<file path="src/rtl/des_sbox_pipe_if.sv">
// Handshake bundle for the DES S-box stage: input word channel,
// output word channel and occupancy flag.
interface des_sbox_pipe_if #(
    parameter int NUM_BOXES = 8
);
    logic                     In_Valid;
    logic                     In_Ready;
    logic [6*NUM_BOXES-1:0]   In_Data;
    logic                     Out_Valid;
    logic                     Out_Ready;
    logic [4*NUM_BOXES-1:0]   Out_Data;
    logic                     Busy;

    modport master (
        output In_Valid, In_Data, Out_Ready,
        input  In_Ready, Out_Valid, Out_Data, Busy
    );

    modport slave (
        input  In_Valid, In_Data, Out_Ready,
        output In_Ready, Out_Valid, Out_Data, Busy
    );
endinterface

</file>
<file path="src/rtl/des_sbox_pipe.sv">
// DES S-box substitution stage: parallel pipelined lookup of all boxes,
// or a serial build sharing one lookup across boxes.
module des_sbox_pipe #(
    parameter int NUM_BOXES   = 8,
    parameter int FIRST_BOX   = 1,
    parameter int PIPE_STAGES = 1,
    parameter int SERIAL      = 0
) (
    input logic            Clk,
    input logic            Rst_n,
    des_sbox_pipe_if.slave bus
);
    localparam int NB = NUM_BOXES;
    localparam int IW = 6 * NB;
    localparam int DW = 4 * NB;

    // Each box: rows 0..3, 16 nibbles per row, row 0 column 0 in the MS nibble.
    localparam logic [255:0] SBOX [8] = '{
        256'hE4D12FB83A6C5907_0F74E2D1A6CB9538_41E8D62BFC973A50_FC8249175B3EA06D,
        256'hF18E6B34972DC05A_3D47F28EC01A69B5_0E7BA4D158C6932F_D8A13F42B67C05E9,
        256'hA09E63F51DC7B428_D709346A285ECBF1_D6498F30B12C5AE7_1AD069874FE3B52C,
        256'h7DE3069A1285BC4F_D8B56F03472C1AE9_A690CB7DF13E5284_3F06A1D8945BC72E,
        256'h2C417AB6853FD0E9_EB2C47D150FA3986_421BAD78F9C5630E_B8C71E2D6F09A453,
        256'hC1AF92680D34E75B_AF427C9561DE0B38_9EF528C3704A1DB6_432C95FABE17608D,
        256'h4B2EF08D3C975A61_D0B7491AE35C2F86_14BDC37EAF680592_6BD814A7950FE23C,
        256'hD2846FB1A93E50C7_1FD8A374C56B0E92_7B419CE206ADF358_21E74A8DFC90356B
    };

    function automatic logic [3:0] sbox(input logic [2:0] b, input logic [5:0] x);
        logic [5:0] idx;
        idx = {x[5], x[0], x[4:1]};
        return SBOX[b][8'd255 - {idx, 2'b00} -: 4];
    endfunction

    if (SERIAL == 0) begin : g_par
        localparam int PS = PIPE_STAGES;

        logic [DW-1:0] look;
        logic [DW-1:0] dat_q [PS];
        logic [DW-1:0] dat_d [PS];
        logic [PS-1:0] vld_q;
        logic [PS-1:0] vld_d;
        logic          stall;

        always_comb begin
            look = '0;
            for (int i = 0; i < NB; i++) begin
                look[DW-1-4*i -: 4] = sbox(3'(FIRST_BOX - 1 + i),
                                           bus.In_Data[IW-1-6*i -: 6]);
            end
        end

        // The whole pipe freezes on an output stall; bubbles move like words.
        always_comb begin
            stall = vld_q[PS-1] & ~bus.Out_Ready;
            vld_d = vld_q;
            dat_d = dat_q;
            if (!stall) begin
                vld_d[0] = bus.In_Valid;
                if (bus.In_Valid) dat_d[0] = look;
                for (int s = 1; s < PS; s++) begin
                    vld_d[s] = vld_q[s-1];
                    if (vld_q[s-1]) dat_d[s] = dat_q[s-1];
                end
            end
        end

        always_ff @(posedge Clk or negedge Rst_n) begin
            if (!Rst_n) begin
                vld_q <= '0;
                for (int s = 0; s < PS; s++) dat_q[s] <= '0;
            end else begin
                vld_q <= vld_d;
                dat_q <= dat_d;
            end
        end

        assign bus.In_Ready  = ~stall;
        assign bus.Out_Valid = vld_q[PS-1];
        assign bus.Out_Data  = dat_q[PS-1];
        assign bus.Busy      = |vld_q;
    end else begin : g_ser
        localparam int CW = (NB > 1) ? $clog2(NB) : 1;

        typedef enum logic [1:0] {
            S_IDLE = 2'd0,
            S_RUN  = 2'd1,
            S_DONE = 2'd2
        } st_e;

        st_e           st_q, st_d;
        logic [CW-1:0] cnt_q, cnt_d;
        logic [IW-1:0] in_q, in_d;
        logic [DW-1:0] sh_q, sh_d;
        logic [DW-1:0] out_q, out_d;
        logic          vld_q, vld_d;
        logic          rdy_q, rdy_d;
        logic [2:0]    bidx;
        logic [3:0]    nib;

        assign bidx = 3'(FIRST_BOX - 1 + int'(cnt_q));
        assign nib  = sbox(bidx, in_q[IW-1 -: 6]);

        // Input word shifts left so the current box always sits in the MS group.
        always_comb begin
            st_d  = st_q;
            cnt_d = cnt_q;
            in_d  = in_q;
            sh_d  = sh_q;
            out_d = out_q;
            vld_d = vld_q;
            rdy_d = rdy_q;
            case (st_q)
                S_IDLE: begin
                    if (bus.In_Valid) begin
                        in_d  = bus.In_Data;
                        cnt_d = '0;
                        rdy_d = 1'b0;
                        st_d  = S_RUN;
                    end
                end
                S_RUN: begin
                    sh_d = (sh_q << 4) | DW'(nib);
                    in_d = in_q << 6;
                    if (cnt_q == CW'(NB - 1)) begin
                        cnt_d = '0;
                        out_d = sh_d;
                        vld_d = 1'b1;
                        st_d  = S_DONE;
                    end else begin
                        cnt_d = cnt_q + CW'(1);
                    end
                end
                S_DONE: begin
                    if (bus.Out_Ready) begin
                        vld_d = 1'b0;
                        rdy_d = 1'b1;
                        st_d  = S_IDLE;
                    end
                end
                default: begin
                    cnt_d = '0;
                    vld_d = 1'b0;
                    rdy_d = 1'b1;
                    st_d  = S_IDLE;
                end
            endcase
        end

        always_ff @(posedge Clk or negedge Rst_n) begin
            if (!Rst_n) begin
                st_q  <= S_IDLE;
                cnt_q <= '0;
                in_q  <= '0;
                sh_q  <= '0;
                out_q <= '0;
                vld_q <= 1'b0;
                rdy_q <= 1'b1;
            end else begin
                st_q  <= st_d;
                cnt_q <= cnt_d;
                in_q  <= in_d;
                sh_q  <= sh_d;
                out_q <= out_d;
                vld_q <= vld_d;
                rdy_q <= rdy_d;
            end
        end

        assign bus.In_Ready  = rdy_q;
        assign bus.Out_Valid = vld_q;
        assign bus.Out_Data  = out_q;
        assign bus.Busy      = (st_q != S_IDLE);
    end
endmodule

</file>
<file path="src/flat_wrapper.sv">
// flat-port wrapper written by rule: the top's interface ports become plain ports
module des_sbox_pipe_flat 
#(
    parameter int NUM_BOXES   = 8,
    parameter int FIRST_BOX   = 1,
    parameter int PIPE_STAGES = 1,
    parameter int SERIAL      = 0
)
  (Clk, Rst_n, bus_In_Valid, bus_In_Data, bus_Out_Ready, bus_In_Ready, bus_Out_Valid, bus_Out_Data, bus_Busy);
  des_sbox_pipe_if #(.NUM_BOXES(NUM_BOXES)) bus_i ();
  input logic Clk;
  input logic Rst_n;
  input wire logic [$bits(bus_i.In_Valid)-1:0] bus_In_Valid;
  input wire logic [$bits(bus_i.In_Data)-1:0] bus_In_Data;
  input wire logic [$bits(bus_i.Out_Ready)-1:0] bus_Out_Ready;
  output wire logic [$bits(bus_i.In_Ready)-1:0] bus_In_Ready;
  output wire logic [$bits(bus_i.Out_Valid)-1:0] bus_Out_Valid;
  output wire logic [$bits(bus_i.Out_Data)-1:0] bus_Out_Data;
  output wire logic [$bits(bus_i.Busy)-1:0] bus_Busy;
  assign bus_i.In_Valid = bus_In_Valid;
  assign bus_i.In_Data = bus_In_Data;
  assign bus_i.Out_Ready = bus_Out_Ready;
  assign bus_In_Ready = bus_i.In_Ready;
  assign bus_Out_Valid = bus_i.Out_Valid;
  assign bus_Out_Data = bus_i.Out_Data;
  assign bus_Busy = bus_i.Busy;
  des_sbox_pipe #(.NUM_BOXES(NUM_BOXES), .FIRST_BOX(FIRST_BOX), .PIPE_STAGES(PIPE_STAGES), .SERIAL(SERIAL)) u_core (.Clk(Clk), .Rst_n(Rst_n), .bus(bus_i));
endmodule
</file>
<file path="config.mk">
export PLATFORM = sky130hd
export DESIGN_NAME = des_sbox_pipe_flat
export DESIGN_NICKNAME = d
export VERILOG_FILES = /design/src/rtl/des_sbox_pipe_if.sv /design/src/rtl/des_sbox_pipe.sv /design/src/flat_wrapper.sv
export SDC_FILE = /design/constraint.sdc
export NUM_CORES = 1
export LEC_CHECK = 0
export CORE_UTILIZATION = 55
export CTS_BUF_LIST = sky130_fd_sc_hd__clkbuf_8 sky130_fd_sc_hd__clkbuf_16
export DETAILED_ROUTE_END_ITERATION = 10
export GPL_TIMING_DRIVEN = 0
export PLACE_DENSITY = 0.91
export SKIP_CTS_REPAIR_TIMING = 1
export SYNTH_ARGS = -nofsm -noshare
export SYNTH_HDL_FRONTEND = slang
export SYNTH_SLANG_ARGS = --single-unit
</file>
<file path="constraint.sdc">
create_clock -name Clk -period 3.26 [get_ports Clk]
set_input_delay 0.652 -clock Clk [delete_from_list [all_inputs] [get_ports Clk]]
set_output_delay 0.652 -clock Clk [all_outputs]
set_load 0.02 [all_outputs]
</file>
# --- Word-level counts from Yosys, hierarchy flattened ---
# Cells that the tools add are included.
word_totals:
  ram_bits: 0
  word_cells: 22
  register_bits: 33
  romBits: 0
  latch_bits: 0
  n_memories: 0
  output_inout_bits: 35
classes:
  n_mul: 0
  magnitude_cmp: 0
  shift: 8
  add_sub_neg: 8
  div_mod_pow: 0
  bitwise_logic: 3
  n_reduce_logical: 1
  muxes: 0
  eq_ne: 0
ops:
  columns: ["operator", "count"]
  rows:
  - ["259-bit by 9-bit variable part select with 4-bit output (first input constant)", 8]
  - ["8-bit subtractor (first input constant)", 8]
  - ["1-bit inverter", 2]
  - ["2-bit AND reduction", 1]
  - ["1-bit bitwise AND", 1]

# --- Logic depth before layout (Yosys ltp) ---
# Gate-level depths: netlist of the first run.
depth:
  word_depth: 4
  ltp_mapped: 9
  depth_no_buf: 7

# --- Worst setup path before layout of the first run ---
# Ideal clock, no wire load.
synth_timing:
  path_kind: "in2reg"
  start: "input bus_In_Data[31]"
  end: "register u_core.g_par.dat_q (netlist bit u_core.bus.Out_Data[23])"
  stages: 9
  arrival_ns: 2.284
  n_path_buf: 2
  slack_ns: 0.844
  setup_time_ns: 0.132
  path_cell_list: "clkbuf_1 > inv_1 > ha_1 > buf_2 > nor2b_1 > a21oi_1 > mux4_2 > o21ai_1 > o21ai_1"
synth_between:
  elab_chain_cells: 2
synth_lines:
  columns: ["item", "line", "source"]
  rows:
  - ["from (decl)", "flat_wrapper.sv:14", "input wire logic [$bits(bus_i.In_Data)-1:0] bus_In_Data;"]
  - ["8-bit subtractor", "des_sbox_pipe.sv:32", "return SBOX[b][8'd255 - {idx, 2'b00} -: 4];"]
  - ["259-bit by 9-bit variable part select with 4-bit output", "des_sbox_pipe.sv:32", null]
  - ["to (signal assigned)", "des_sbox_pipe.sv:74", "dat_q <= dat_d;"]
  - ["to (decl)", "des_sbox_pipe.sv:39", "logic [DW-1:0] dat_q [PS];"]
# No other way between the ends.
# A chain may end at the register's enable or synchronous reset.

# --- Final worst setup path of the first run ---
# Same ends and word-level chain as after synthesis.

==> run summary, run 1 <==
The flow ran to the end, and the final reports show no timing, DRC or antenna violations. The critical path capture point type is a flip-flop. Of all cell types, the one taking the most synthesized area is sky130_fd_sc_hd__dfrtp_1. Dividing the detail-routed wire length by the instance count gives 16.77 um. Pin placement for this block handled 87 I/O pins.

For this run, the post-layout net count is 971. When the netlist entered floorplanning its net count stood at 894. Data arrives at the worst endpoint at 3.22 ns.

The starting density of the core came out at 57.17%. The largest single stage delay on the critical path is 0.56 ns. The tools report the number of antenna violations at the first check in global routing as 0. The worst reg2reg path depth was 6; the remaining global-route overflow was 0. The number of port buffers works out to 70. The worst setup path is launched from an input pin.

The clock period minus final worst setup slack came out at 3.065 ns. For this design, the slowest cell found on the critical path is sky130_fd_sc_hd__clkdlybuf4s50_1. The path class of the tightest hold or removal check is in2async. Number of DRC markers in iteration 0: 550. The final antenna diode count is 0, and the adder-cell area share of the yosys netlist is 13.30%.

Clock tree synthesis inserted a total of 5 buffers. After filler insertion, the fill cell instance count of the layout stands at 903. The die boundary height came out at 105.8 um. The clock reaches the later pin of the worst-skew pair after 0.30 ns.

The run gives 0 as the count of antenna-violating nets left after detailed routing. The most used routing layer in global routing was met2. The share of the synthesized area in the top cell type is 13.93%, and the timing-limited maximum frequency is 326.2 MHz. Of all flip-flops after synthesis, the portion carrying an async set or reset was 100.0%. Sorting the synthesized cells by how often they occur yields sky130_fd_sc_hd__ha_1 (63), sky130_fd_sc_hd__nor2_1 (59), sky130_fd_sc_hd__nand2_1 (58). Final worst clock skew: 0.01388 ns. Clock tree synthesis found a total of 33 sinks. Broken down by cell family, the worst path's largest delay share belongs to buffers and inverters. Across the VDD grid, the largest voltage drop is 0.1860 mV.

Walking the worst path, the cells encountered are clkdlybuf4s50_1 -> clkbuf_1 -> inv_1 -> ha_1 -> buf_2 -> nor2b_1 -> a21oi_1 -> mux4_2 -> o21ai_1 -> o21ai_1. The tools report the count of final max-slew check failures as 0. The die is 105.8 um wide. Logic depth of the worst path, buffers included: 10. The first global-routing pass estimated 27630 um of wire.

The area growth from synthesis to layout is 16.93%. After detailed routing, the number of vias per cell comes to 6.477. Detailed routing inserted a total of 6432 vias. After floorplanning, the core was divided into 37 placement rows. Once routing completed, OpenROAD measured the worst setup slack at 0.1947 ns. The logs give 12210 um for the detailed placer's ending HPWL and 6794 sq um for the placed standard-cell area. Portion of netlist area occupied by mux cells: 7.704%. For the H-tree depth reported by CTS, the log shows 2.

In the synthesized netlist the dominant register cell turns out to be sky130_fd_sc_hd__dfrtp_1. Measured against its own limit, the worst slew margin works out to 49.51%. Entering global routing, the biggest net connects 34 pins.

The number of global-route vias before repair is 5796, and the fraction of the mapped netlist area in simple logic gates is 18.66%. After routing the design area is 6932 sq um. The run gives 4.700% as the global routing met3 resource utilization. Summed over all cells, the static leakage comes to 2.940 nW.

The die covers 11200 sq um. The met1 usage in global routing came out at 41.43%. TritonCTS built the clock tree.

At the worst endpoint, the required time is 3.41 ns. The dominant cell by count in the synthesized netlist was sky130_fd_sc_hd__ha_1. Setup violations remaining at the end of the flow were counted as 0. The total count of hold-check failures in the final report came out at 0. Setup repair after global routing left no endpoint under its margin. Share of final-layout standard cells stronger than drive strength 1: 10.50%.

At the pin with the least slew margin, the transition time is 0.7573 ns. The pre-antenna-repair detailed-routing pass consisted of 6 iterations. Cell seen most often among critical-path stages: sky130_fd_sc_hd__o21ai_1. Ranked by total cell area, the synthesized netlist is headed by sky130_fd_sc_hd__dfrtp_1 (14%), sky130_fd_sc_hd__ha_1 (13%), sky130_fd_sc_hd__o21ai_0 (4.5%).

Counting along the longest clock path gives a buffer depth of 2. Yosys mapped a number of flops with a built-in enable equal to 0. The sequential area share after synthesis was 13.93%; the share of the clock period used by the worst path was 94.03%. The run gives 0 as the number of DRC violations after detailed routing. For the count of unique library cells instantiated by Yosys, the log shows 77. The core region area is 10370 sq um, and the final weighted congestion in routability-driven placement is 0.9577. The critical path contains buffers and inverters numbering 4 combined. Wires add up to 16650 um. The kind of critical path was in2reg. Across every metal layer, demand over resource in global routing totals 29.63%. After clock tree synthesis, the clock-pin slew on the worst setup and hold paths is 0.09 ns.

The number of max-capacitance violations reported was 0. The cell sitting at the root of the clock tree is a sky130_fd_sc_hd__clkbuf_8. Synthesis inferred 33 register bits. After technology mapping, the gate count stands at 779. For the count of yosys warnings during synthesis, the log shows 0.

By area, the combinational part of the netlist is dominated by compound AO/OA/AOI/OAI gates. The power per unit of standard cell area is 300.9 nW/um^2, and the xor/xnor share of the synthesized area is 2.955%. Averaged over all synthesized cells, the footprint is 7.610 sq um. Adding up every negative setup slack in the final design gives 0 ns. The cell area that synthesis handed to floorplanning was 5928 sq um.

The largest fanout on the critical path came out at 7. The worst setup slack before clock tree synthesis is -0.06548 ns, and the utilization after layout is 66.84%. For this run, global-route usage on met2 was measured as 47.43%. Summing the areas of all compound-gate instances in the mapped netlist gives 33.22% of the synthesized area.
[routing by layer]
layer	part of all wire [%]	vias up
met5	0	-
met4	2.0	0
met3	8.5	40
met2	46	337
met1	44	3015
li1	-	3040
[sequential cells by signal (all words and copies together), names as in the netlist]
| signal | cells |
|---|---|
| u_core.bus.Busy | 1 |
| u_core.bus.Out_Data | 32 |
[cell usage in the layout (no fill, tap or decap), types with 19 or more instances in the layout]
master                             n
sky130_fd_sc_hd__nand2_1          58
sky130_fd_sc_hd__clkdlybuf4s50_1  69
sky130_fd_sc_hd__a211oi_1         21
sky130_fd_sc_hd__ha_1             63
sky130_fd_sc_hd__o21ai_0          53
sky130_fd_sc_hd__inv_1            41
sky130_fd_sc_hd__nor2_1           59
sky130_fd_sc_hd__nor2b_1          23
sky130_fd_sc_hd__buf_2            41
sky130_fd_sc_hd__mux2i_1          25
sky130_fd_sc_hd__dfrtp_1          33
sky130_fd_sc_hd__nor3_1           20
sky130_fd_sc_hd__o211ai_1         19
sky130_fd_sc_hd__a21oi_1          43
[area by class of cell]
class,instances,area (sq um),share of cell area [%]
tap,136,170.2,2.455
sequential,33,825.8,11.91
buffer,74,430.4,6.209
clock inverter,3,68.82,0.9928
timing repair buffer,70,695.7,10.04
clock buffer,5,68.82,0.9928
multi-input combinational,625,4496,64.86
inverter,47,176.4,2.545
[cell families after synthesis]
kind of cell               count (synthesis)
buffers and inverters                    121
and+or+nand+nor                          229
DFF                                       33
AOI/OAI and AO/OA                        278
adders and majority gates                 63
muxes                                     35
xor gates and xnor gates                  20
[through the flow]
step / hold WS (ns) / power [mW] / instances
3_3_place_gp: 0.4732 / 1.576 / 985
6_report: 0.4118 / 2.086 / 993
5_1_grt: 0.4814 / 2.194 / 993
3_5_place_dp: 0.4862 / 1.597 / 985
2_1_floorplan: 0.3564 / 1.206 / 779
4_1_cts: 0.4423 / 2.070 / 993
[final timing paths]
kind | to | slack (ns) | start
min in group Clk | u_core.bus.Out_Data[30]$_DFFE_PN0P_ | 0.50 | u_core.bus.Out_Data[30]$_DFFE_PN0P_
worst min register to register | u_core.bus.Out_Data[30]$_DFFE_PN0P_ | 0.50 | u_core.bus.Out_Data[30]$_DFFE_PN0P_
worst max register to register | u_core.bus.Out_Data[17]$_DFFE_PN0P_ | 1.39 | u_core.bus.Busy$_DFFE_PN0N_
max in group asynchronous | u_core.bus.Out_Data[29]$_DFFE_PN0P_ | 2.35 | Rst_n
worst min-delay path | u_core.bus.Out_Data[13]$_DFFE_PN0P_ | 0.41 | Rst_n
worst max-delay path | u_core.bus.Out_Data[23]$_DFFE_PN0P_ | 0.19 | bus_In_Data[31]
[where the power goes]
part / total [mW] / switching (mW) / internal, mW
sequential: 0.539 / 0.0552 / 0.483
clock: 0.478 / 0.170 / 0.308
combinational: 1.07 / 0.600 / 0.470
total: 2.09 / 0.824 / 1.26
No activity file was read; power rests on OpenSTA's default activity.
==> run 2: changes to the inputs <==
- HOLD_SLACK_MARGIN: default -> 0.06
==> results of run 2 <==
No change in the layout: final DEF, timing and power equal those of run 1.
